### config.mk
export PLATFORM = sky130hd
export DESIGN_NAME = seven_seg_capture
export DESIGN_NICKNAME = d
export VERILOG_FILES = /design/src/rtl/seven_seg_capture.sv
export SDC_FILE = /design/constraint.sdc
export NUM_CORES = 1
export LEC_CHECK = 0
export CAP_MARGIN = 20
export CORE_ASPECT_RATIO = 0.5
export CORE_MARGIN = 10
export CORE_UTILIZATION = 65
export DETAILED_ROUTE_END_ITERATION = 12
export DONT_BUFFER_PORTS = 1
export PLACE_DENSITY = 0.9
export SLEW_MARGIN = 10
export SYNTH_ARGS = -nofsm -noshare
export SYNTH_HDL_FRONTEND = slang
export SYNTH_SLANG_ARGS = --single-unit
### constraint.sdc
create_clock -name clk -period 5.8 [get_ports clk]
set_clock_uncertainty 0.15 [all_clocks]
set_input_delay 1.74 -clock clk [delete_from_list [all_inputs] [get_ports clk]]
set_output_delay 1.74 -clock clk [all_outputs]
set_load 0.1 [all_outputs]
### src/rtl/seven_seg_capture.sv
// Receive side of a multiplexed 4-digit seven-segment bus: filters scanned strobes,
// decodes each stable digit back to BCD + dot and reassembles complete 4-digit frames.
module seven_seg_capture #(
    parameter int STABLE_CYCLES  = 4,
    parameter int BLANK_TIMEOUT  = 100000,
    parameter bit DIG_ACTIVE_LOW = 1'b1,
    parameter bit SEG_ACTIVE_LOW = 1'b0
) (
    input  logic        clk,
    input  logic        reset,
    input  logic [3:0]  digs,
    input  logic [7:0]  segs,
    output logic [15:0] bcd,
    output logic [3:0]  dots,
    output logic        frame_valid,
    output logic        blanked,
    output logic        seg_err,
    output logic        mux_err
);
    localparam int SW = $clog2(STABLE_CYCLES + 1);
    localparam int IW = $clog2(BLANK_TIMEOUT + 1);
    localparam logic [SW-1:0] S_MAX = SW'(STABLE_CYCLES);
    localparam logic [IW-1:0] I_MAX = IW'(BLANK_TIMEOUT);

    // returns {invalid, nibble}
    function automatic logic [4:0] decode(input logic [6:0] s);
        case (s)
            7'h3F:   decode = 5'h00;
            7'h06:   decode = 5'h01;
            7'h5B:   decode = 5'h02;
            7'h4F:   decode = 5'h03;
            7'h66:   decode = 5'h04;
            7'h6D:   decode = 5'h05;
            7'h7D:   decode = 5'h06;
            7'h07:   decode = 5'h07;
            7'h7F:   decode = 5'h08;
            7'h6F:   decode = 5'h09;
            default: decode = 5'h1F;
        endcase
    endfunction

    logic [3:0]    digs_p0, digs_p1;
    logic [7:0]    segs_p0, segs_p1;
    logic [SW-1:0] stab, stab_next;
    logic [IW-1:0] idle, idle_next;
    logic [3:0]    mask, mask_cap, shadow_dp, dots_cap;
    logic [15:0]   shadow, shadow_cap;
    logic          ferr;
    logic          is_none, is_one, is_multi, same, capture, frame_done, idle_hit;
    logic [1:0]    idx;
    logic [4:0]    dec;

    // stage p0: polarity-normalised input sample; p1: previous sample for stability compare
    always_ff @(posedge clk) begin
        digs_p0 <= DIG_ACTIVE_LOW ? ~digs : digs;
        segs_p0 <= SEG_ACTIVE_LOW ? ~segs : segs;
        digs_p1 <= digs_p0;
        segs_p1 <= segs_p0;
    end

    always_comb begin
        is_none   = (digs_p0 == 4'b0000);
        is_one    = $onehot(digs_p0);
        is_multi  = !is_none && !is_one;
        same      = (digs_p0 == digs_p1) && (segs_p0 == segs_p1);
        idx       = 2'd0;
        for (int k = 0; k < 4; k++)
            if (digs_p0[k]) idx = 2'(k);
        dec       = decode(segs_p0[6:0]);
        stab_next = '0;
        capture   = 1'b0;
        if (is_one) begin
            if (same) stab_next = (stab == S_MAX) ? stab : stab + SW'(1);
            else      stab_next = SW'(1);
            // a sample that has already been captured and stays put must not re-capture
            capture = (stab_next == S_MAX) && !(same && stab == S_MAX);
        end
        idle_next = '0;
        if (is_none) idle_next = (idle == I_MAX) ? idle : idle + IW'(1);
        idle_hit  = is_none && (idle_next == I_MAX);
        mask_cap  = mask | (4'b0001 << idx);
        frame_done = capture && (mask_cap == 4'b1111);
        shadow_cap = shadow;
        shadow_cap[{idx, 2'b00} +: 4] = dec[3:0];
        dots_cap   = shadow_dp;
        dots_cap[idx] = segs_p0[7];
    end

    // stage p1: capture, frame assembly and status
    always_ff @(posedge clk) begin
        if (reset) begin
            stab        <= '0;
            idle        <= '0;
            mask        <= '0;
            ferr        <= 1'b0;
            shadow      <= '0;
            shadow_dp   <= '0;
            bcd         <= '0;
            dots        <= '0;
            frame_valid <= 1'b0;
            blanked     <= 1'b0;
            seg_err     <= 1'b0;
            mux_err     <= 1'b0;
        end else begin
            stab        <= stab_next;
            idle        <= idle_next;
            mux_err     <= is_multi;
            frame_valid <= frame_done;
            if (capture) begin
                shadow    <= shadow_cap;
                shadow_dp <= dots_cap;
                blanked   <= 1'b0;
                if (frame_done) begin
                    bcd     <= shadow_cap;
                    dots    <= dots_cap;
                    seg_err <= ferr | dec[4];
                    mask    <= '0;
                    ferr    <= 1'b0;
                end else begin
                    mask    <= mask_cap;
                    ferr    <= ferr | dec[4];
                end
            end else if (idle_hit) begin
                blanked <= 1'b1;
                mask    <= '0;
                ferr    <= 1'b0;
            end
        end
    end
endmodule

==> results.json <==
{
  "post_drt_wl_per_cell_microns": 16.0,
  "ys.flop_type": "dfxtp_1",
  "finalHoldViolCount": 0,
  "cp-start-kind": "flop",
  "syn-num-nets": 467,
  "die_h_microns": 76.4,
  "period_share_pct": 78.1,
  "r2r_cells": 11,
  "core_area_sq_um": 6110,
  "cap_violations": 0,
  "holdBufCountCts": 0,
  "syn_area_per_cell_sq_um": 9.28,
  "clockBufferDepth": 2,
  "synth_edf_count": 0,
  "startpoint": "digs_p0[3]",
  "synth_cells": 445,
  "reg2reg_from": "digs_p0[3]",
  "rsz0062_at_grt": "no",
  "numCtsBuffers": 9,
  "hold_class": "flop to flop",
  "yosysWarnings": 0,
  "cts_setup_buffers": 0,
  "portBuffers": 0,
  "place_congestion": 0.833,
  "post-route-util_pct": 72.2,
  "first_pass_iters": 5,
  "synth_top_cell_area_share_pct": 45.1,
  "synth_cell_types": 61,
  "die_w_microns": 133,
  "grt_max_degree": 51,
  "maxSlewViolCount": 0,
  "critical_path_class": "flop to flop",
  "slew_headroom_pct": 31.2,
  "syn_to_final_growth_pct": 6.70,
  "drive_gt1_share_pct": 7.55,
  "wl_microns": 8400,
  "overflow": 0,
  "ff2ff_setup_slack_ns": 1.27,
  "fin_setup_tns_ns": 0,
  "antenna_cells": 0,
  "nFillCells": 457,
  "clock_latency_ns": 0.34,
  "drc": 0,
  "drtAntennaViolNets": 0,
  "synth_top_area_cell": "dfxtp_1",
  "initial_core_util_pct": 67.6,
  "stdcell_count": 525,
  "antenna_found_initial": 0,
  "viasPerCell": 5.75,
  "numClockSinks": 93,
  "grt_usage_pct": 16.9,
  "worst_hold_path.num_cells": 0,
  "setup_viol": 0,
  "min_from": "digs_p0[0]",
  "hpwl_microns": 5710,
  "synthTopCellsByArea": "dfxtp_1 45%, mux2i_1 8.0%, nor2_1 6.4%",
  "p_per_area_nw_per_um2": 283,
  "root_buffer": "clkbuf_16",
  "htreeDepth": 3,
  "clk_pin_slew_worst_paths_ns": 0.06,
  "required_ns": 5.92,
  "dp.cells": 510,
  "grt_first_pass_wirelength_microns": 14100,
  "cts_tree": "built",
  "ys_top_cells_by_count": "93 x dfxtp_1, 70 x nor2_1, 33 x mux2i_1, 30 x nand2_1, 24 x xnor2_1",
  "cts_resized": 0,
  "grt_pass1_vias": 2846,
  "timing.fmax_mhz": 221,
  "num_rows": 20,
  "r2r_end": "bcd[8]",
  "synth_seq_cells": 93,
  "nets": 455,
  "holdPathEnd": "digs_p1[0]",
  "hold_ws_ns": 0.240,
  "outcome": "completed",
  "p_leak_nw": 1.52,
  "dieArea_sq_um": 10100,
  "pin_count": 38,
  "arrival_ns": 4.66,
  "num_vias": 3021,
  "synthArstFlopShare_pct": 0,
  "cp_max_fo": 19,
  "syn-cell-area_sq_um": 4130,
  "synth_most_common_cell": "dfxtp_1",
  "seq_area_frac_synth_pct": 45.1,
  "peakVddDrop_uv": 242,
  "worst_pin_slew_ns": 1.03,
  "endpoint_kind": "flop",
  "first_iter_violations": 284,
  "fin_crit_ns": 4.53
}
==> cell usage in the layout (no fill, tap or decap), types with 2 or more instances in the layout <==
cell and n:
inv_6 2, nand3_1 15, xor2_1 6, nor3b_1 3, mux2i_1 33, inv_1 16
and3_1 3, nand2_1 30, or4_1 2, a31oi_1 4, nor4_1 6, nand4_1 6
ha_1 7, dfxtp_1 93, nor3_2 3, mux2_2 2, nor2_1 70, nand2b_1 5
a211o_1 9, clkbuf_16 9, nor4_4 2, o21ai_1 2, o21ai_0 3, clkinv_2 2
a211oi_1 13, nor2b_1 5, a21oi_1 19, nor3_1 8, xnor2_1 24
==> cell type report <==
type / count / area (sq um) / share of cell area, %
Multi-Input combinational cell: 311 / 2100 / 47.6
Clock inverter: 5 / 35.0 / 0.795
Timing Repair Buffer: 1 / 7.51 / 0.170
Clock buffer: 10 / 229 / 5.20
Sequential cell: 93 / 1860 / 42.2
Tap cell: 88 / 110 / 2.50
Inverter: 17 / 63.8 / 1.45
==> metrics by stage <==
step | instance area [sq um] | worst slack [ns] | total power [mW]
2_1_floorplan | 4130 | 2.12 | 0.727
3_3_place_gp | 4140 | 1.57 | 0.731
3_5_place_dp | 4140 | 1.30 | 0.734
4_1_cts | 4410 | 1.28 | 1.26
5_1_grt | 4410 | 0.975 | 1.29
6_report | 4410 | 1.27 | 1.25
==> registers in the layout, summed over array words and instances, names as in the netlist <==
signal and cells:
stab 3, dots 4, blanked 1, bcd 16, mux_err 1, digs_p1 4, segs_p1 8, mask 4
ferr 1, idle 17, digs_p0 4, frame_valid 1, seg_err 1, shadow 16, segs_p0 8, shadow_dp 4
==> metal layers <==
| metal | share of wire [%] | vias to the layer above | track usage, % |
|---|---|---|---|
| li1 | - | 1520 | - |
| met1 | 46 | 1412 | 20.6 |
| met2 | 46 | 78 | 25.9 |
| met3 | 7.2 | 11 | 7.11 |
| met4 | 1.5 | 0 | 6.88 |
| met5 | 0 | - | 0 |
==> worst max-delay path by stage <==
stage	endpoint	slack, ns	cells after the start
finish	bcd[8]	1.27	11
global route	bcd[15]	0.98	11
CTS	bcd[8]	1.28	11
detailed placement	bcd[8]	1.30	11
global placement	bcd[11]	1.57	11
floorplan	shadow[2]	2.12	14
==> where the power goes <==
| group | leakage [nW] | switching (mW) | total [mW] | internal, mW |
|---|---|---|---|---|
| Sequential | 0.758 | 0.0243 | 0.674 | 0.650 |
| Clock | 0.129 | 0.239 | 0.528 | 0.289 |
| Combinational | 0.629 | 0.0251 | 0.0471 | 0.0220 |
| Total | 1.52 | 0.288 | 1.25 | 0.961 |
==> worst max-delay path: stages, from the launching register on <==
cell	delay, ns
dfxtp_1	0.91
inv_1	0.21
fa_1	0.54
inv_1	0.04
ha_1	0.17
ha_1	0.27
nor3b_1	0.41
and4b_1	0.27
nand3_1	0.41
or2_1	0.61
a211o_1	0.31
a21oi_1	0.14
==> logic make-up after synthesis <==
group / after synthesis / synth area share, %
AND/OR/NAND/NOR: 172 / 22.1
buffers and inverters: 41 / 4.09
flip-flops: 93 / 45.1
XOR/XNOR: 30 / 6.36
AO/OA/AOI/OAI: 66 / 11.3
adder cells (fa/ha/maj): 8 / 2.61
multiplexers: 35 / 8.54
Power figures use the tool's default switching activity.
